===== src/rtl/shader_program_loader.sv =====
// Frame-synchronous shader program loader: stages SPI instruction bytes and, after a
// commit, bursts the complete program into shader memory on the next frame boundary.
module shader_program_loader #(
    parameter int NUM_INSTR = 12,
    parameter int INSTR_W   = 8,
    localparam int CW       = $clog2(NUM_INSTR + 1)
) (
    input  logic               clk_i,
    input  logic               rst_ni,
    input  logic [INSTR_W-1:0] instr_i,
    input  logic               instr_valid_i,
    input  logic               commit_i,
    input  logic               clear_i,
    input  logic               next_frame_i,
    output logic [INSTR_W-1:0] mem_instr_o,
    output logic               mem_load_o,
    output logic               mem_shift_o,
    output logic [CW-1:0]      staged_count_o,
    output logic               busy_o,
    output logic               done_o,
    output logic               reject_o,
    output logic               overflow_o
);
    typedef enum logic [1:0] {IDLE, ARMED, WRITE} state_e;

    localparam logic [CW-1:0] FULL = CW'(NUM_INSTR);
    localparam logic [CW-1:0] ONE  = CW'(1);

    state_e              state_q, state_d;
    logic [CW-1:0]       count_q, count_d, idx_q, idx_d;
    logic [INSTR_W-1:0]  instr_q, instr_d;
    logic                load_q, load_d, busy_q, busy_d;
    logic                done_q, done_d, reject_q, reject_d, ov_q, ov_d;
    logic                we;
    logic [INSTR_W-1:0]  staging [NUM_INSTR];

    always_comb begin
        state_d  = state_q;
        count_d  = count_q;
        idx_d    = idx_q;
        ov_d     = ov_q;
        instr_d  = '0;
        load_d   = 1'b0;
        done_d   = 1'b0;
        reject_d = 1'b0;
        we       = 1'b0;
        unique case (state_q)
            IDLE: begin
                if (clear_i) begin
                    count_d = '0;
                    ov_d    = 1'b0;
                end else begin
                    if (instr_valid_i) begin
                        if (count_q < FULL) begin
                            we      = 1'b1;
                            count_d = count_q + ONE;
                        end else begin
                            ov_d = 1'b1;
                        end
                    end
                    // The commit sees the count including a byte staged this same cycle.
                    if (commit_i) begin
                        if (count_d == FULL) state_d  = ARMED;
                        else                 reject_d = 1'b1;
                    end
                end
            end
            ARMED: begin
                if (clear_i) begin
                    state_d = IDLE;
                    count_d = '0;
                    ov_d    = 1'b0;
                end else begin
                    if (instr_valid_i) ov_d = 1'b1;
                    if (next_frame_i) begin
                        state_d = WRITE;
                        load_d  = 1'b1;
                        instr_d = staging[0];
                        idx_d   = ONE;
                    end
                end
            end
            WRITE: begin
                if (idx_q == FULL) begin
                    state_d = IDLE;
                    count_d = '0;
                    idx_d   = '0;
                    done_d  = 1'b1;
                    ov_d    = 1'b0;
                end else begin
                    if (instr_valid_i) ov_d = 1'b1;
                    load_d  = 1'b1;
                    instr_d = staging[idx_q];
                    idx_d   = idx_q + ONE;
                end
            end
            default: state_d = IDLE;
        endcase
        busy_d = (state_d != IDLE);
    end

    always_ff @(posedge clk_i or negedge rst_ni) begin
        if (!rst_ni) begin
            state_q  <= IDLE;
            count_q  <= '0;
            idx_q    <= '0;
            instr_q  <= '0;
            load_q   <= 1'b0;
            busy_q   <= 1'b0;
            done_q   <= 1'b0;
            reject_q <= 1'b0;
            ov_q     <= 1'b0;
        end else begin
            state_q  <= state_d;
            count_q  <= count_d;
            idx_q    <= idx_d;
            instr_q  <= instr_d;
            load_q   <= load_d;
            busy_q   <= busy_d;
            done_q   <= done_d;
            reject_q <= reject_d;
            ov_q     <= ov_d;
        end
    end

    // Staging contents are don't-care after reset, so no reset here.
    always_ff @(posedge clk_i) begin
        if (we) staging[count_q] <= instr_i;
    end

    assign mem_instr_o    = instr_q;
    assign mem_load_o     = load_q;
    assign mem_shift_o    = load_q;
    assign staged_count_o = count_q;
    assign busy_o         = busy_q;
    assign done_o         = done_q;
    assign reject_o       = reject_q;
    assign overflow_o     = ov_q;
endmodule


===== config.mk =====
export PLATFORM = sky130hd
export DESIGN_NAME = shader_program_loader
export DESIGN_NICKNAME = d
export VERILOG_FILES = /design/src/rtl/shader_program_loader.sv
export SDC_FILE = /design/constraint.sdc
export NUM_CORES = 1
export LEC_CHECK = 0
export BUFFER_PORTS_ARGS = -buffer_cell sky130_fd_sc_hd__buf_4
export CAP_MARGIN = 0
export CORE_MARGIN = 4
export CORE_UTILIZATION = 64
export DETAILED_ROUTE_END_ITERATION = 8
export GPL_ROUTABILITY_DRIVEN = 1
export PLACE_DENSITY = 0.83
export SLEW_MARGIN = 20
export SYNTH_ARGS = -nofsm -noshare
export SYNTH_HDL_FRONTEND = slang
export SYNTH_SLANG_ARGS = --single-unit

===== constraint.sdc =====
create_clock -name clk_i -period 4.9 [get_ports clk_i]
set_input_delay 0.98 -clock clk_i [delete_from_list [all_inputs] [get_ports clk_i]]
set_output_delay 0.98 -clock clk_i [all_outputs]
set_load 0.05 [all_outputs]

==> metrics list <==
- At the placement stage, the worst setup path has a slack of 2020 ps.
* Number of hold-slack violations in the final timing report: 0
- Routed length per placed instance: 23.0 um
- Summed over all layers, the routed wires come to 10.5 mm.
* Worst-case setup margin in the final layout: 2510 ps
- Slew Limit Headroom: 43.1%
- In the final timing run, aggregate negative setup slack is 0 ps.
- Router iterations before antenna repair: 7
- Minimum clock period after layout: 2390 ps
- STA puts the critical path data arrival time at 2810 ps.
- Counting every net in the synthesized netlist gives 325.
- Detailed placement finished with a half-perimeter wire length of 6.40 mm.
- For the pin with the worst max-slew slack, the measured transition is 850 ps.
* Total of flip-flops plus latches after synthesis: 119
- In the final design database the tool counted 363 nets.
* Data required, critical path: 5320 ps
* Core Rows: 32
* Summed area of non-filler cells in the final layout: 5850 um2
- STA classifies the critical path startpoint as a register.
- Status: finished, final reports clean
- For this run, design rule violations remaining after detail routing come to 0.
- IR analysis of the VDD net gives a maximum drop of 280 uV.
- Top-level port count: 32
* Max-cap violation count: 0
- Final number of setup-violating endpoints: 0
- Gates resized during post-CTS repair numbered 0.
- Largest net degree at the start of global routing: 29
- H-Tree Depth: 4
- Post-CTS Repair Setup Buffers: 0
- Initial DRC count: 310
- Wire length of the first global-routing pass: 16.5 mm
- Filler cell count in the final layout: 429
- On the worst path, the slowest cell contributes a delay of 490 ps.
- Setup repair after global routing left no endpoint under its margin.
- Maximum fanout along the worst path: 27
* Clock Skews: 7.93 ps
- 0 antenna diodes ended up in the layout.
- In this run the deepest clock path goes through 2 buffers.
* Insertion delay to the later sink of the worst-skew pair: 510 ps
* Cell occurring most often along the worst timing path: a21oi_1
- Traced cell by cell, the critical path runs through buf_4, inv_1, ha_1, nand3_1, a21oi_1, nor2b_1, a31oi_1, a21oi_1.
* Cell area after technology mapping: 5030 um2
- Yosys printed 0 warnings.
* Starting density of the core: 65.4%
- Number of distinct library cells after synthesis: 43
- Sorting the synthesized cells by area gives the leading types as edfxtp_1 (57%), dfrtp_1 (11%), mux4_1 (6.3%).
- Std-Cell Core Area: 7690 um2
* Horizontal die dimension: 96.7 um
- Path category of the worst min-delay check: in2async
- TritonCTS built the clock tree.
* Portion of the post-synthesis area used by sequential elements: 68.8%
- Clk Tree Root Cell: clkbuf_8
- Fraction of post-synthesis cell area in the top cell type by area: 57.3%
* Overall power after layout: 2.87 mW
- The floorplan step set the die height to 96.7 um.
* Cts-stage hold buffer count: 0
* Drt via density: 6.34
- Clock-pin slew was measured on the worst setup and hold paths at 60 ps.
- The placed instances occupy a cell area of 5290 um2.
* Total power divided by cell area: 491 nW/um2
* Endpoint class of the critical path: register
- Reported leakage power: 2.09 nW
- Via total after detailed routing: 2,878
- Total clock buffers created by CTS: 17
- Derived from the worst setup path, the maximum achievable clock frequency is 0.419 GHz.
* Total count of max-transition violations in the final report: 0
- Routability-driven placement finished with a final weighted congestion of 0.795.
- Global routing used 23.8% of the available tracks.
- Antenna violations before repair: 0
- Growth of design area from synthesis to finish: 16.3%
- Post-synthesis cell count: 301
- Post-route ant nets: 0
- TritonCTS Sinks: 119
* Overall die area: 9340 um2
* Cell type with the highest aggregate area in the netlist: edfxtp_1
- After synthesis, the mean cell area works out to 16.7 um2.
- The post-route netlist has 22.7% of its cells at a drive strength greater than 1.
- The worst setup path is of the reg2reg kind.
- Of the available clock period, the critical path in the final layout requires 48.7%.
- Cell type of the slowest stage on the worst timing path: nor2b_1
- End-of-flow core utilization: 76.1%
* I/O Buffers: 31
- Via count of the first global-routing pass: 2,940
* Overflow after GRT: 0
## synthesized netlist by cell type
cell / number
clkbuf_8: 1
or2_2: 1
nor3b_1: 1
o21bai_1: 1
a21o_1: 2
a2bb2oi_2: 1
a41oi_1: 1
ha_1: 10
a31oi_1: 2
o21ai_0: 9
nor2b_1: 13
o22ai_1: 1
mux4_1: 12
buf_1: 1
clkbuf_1: 1
o211ai_1: 1
mux4_2: 12
a311oi_1: 1
and4bb_2: 1
buf_4: 2
or3_1: 1
nor2_1: 21
a211oi_1: 1
nand4_1: 1
nand2b_1: 2
buf_2: 5
buf_6: 2
a21bo_2: 1
o211a_1: 1
inv_1: 10
mux2i_4: 1
edfxtp_1: 96
a32oi_1: 1
o21ai_1: 4
nand3_1: 5
nand2_1: 19
mux2i_1: 8
dfrtp_1: 23
o31ai_1: 1
a21oi_1: 20
nor3_1: 2
buf_12: 1
nand4b_1: 1
## layout by cell type, fill, tap and decap left out, types with 12 or more instances in the layout
cell       netlist  final
mux4_2          12     12
nand2_1         19     19
a21oi_1         20     20
edfxtp_1        96     96
buf_4            2     32
clkbuf_16        0     16
nor2b_1         13     13
dfrtp_1         23     22
mux4_1          12     12
nor2_1          21     21
## stage by stage
stage	instances	hold slack, ps
2_1_floorplan	301	459
3_5_place_dp	422	512
3_3_place_gp	422	494
5_1_grt	454	376
4_1_cts	454	360
6_report	454	364
## sequential cells by signal, summed over array words and instances (netlist names)
signal          count
busy_o              1
done_o              1
idx_q               4
mem_instr_o         8
mem_load_o          1
overflow_o          1
reject_o            1
staged_count_o      4
staging            96
state_q             2
## critical path, delay by kind of cell (launching register included)
kind                     cells  cell delay (ps)
buffers and inverters        2              440
AND/OR/NAND/NOR              2              710
AO/OA/AOI/OAI                3              630
adder cells (fa/ha/maj)      1              160
flip-flops                   1              350
## area by class of cell
type                    instances  area [um2]  share of cell area, %
inverters                      10        37.5                  0.642
clock buffers                  21         439                   7.51
clock inverters                11         104                   1.78
multi-input cells             159        1440                   24.6
repair buffers                 32         240                   4.11
flip-flops and latches        119        3460                   59.2
well taps                     102         128                   2.18
## where the power goes
group	switching (mW)	leakage [nW]	total [mW]	internal, mW
clock network	0.432	0.252	1.12	0.684
registers	0.0804	1.17	1.23	1.15
logic	0.299	0.669	0.530	0.230
## final timing paths
check / slack (ps) / cells past startpoint / to / start
worst max-delay path: 2510 / 8 / staged_count_o[2] / idx_q[0]
worst min-delay path: 360 / 1 / busy_o / rst_ni
worst max register to register: 2510 / 8 / staged_count_o[2] / idx_q[0]
worst min register to register: 560 / 2 / mem_instr_o[1] / staging[0][1]
max in group asynchronous: 4270 / 1 / idx_q[1] / rst_ni
min in group clk_i: 560 / 2 / mem_instr_o[1] / staging[0][1]
## logic make-up after synthesis
kind of cell | Yosys count | synth area share, %
fa+ha+maj | 10 | 2.49
mux | 33 | 13.7
simple gates | 68 | 6.49
flops | 119 | 68.8
compound gates | 48 | 5.77
buf+inv | 23 | 2.81
## layer usage
metal	GRT usage [%]	routed length, um
met5	0	0
met4	9.83	307
met3	5.91	792
met2	38.1	5320
met1	31.5	4030
No activity file was read; power rests on OpenSTA's default activity.
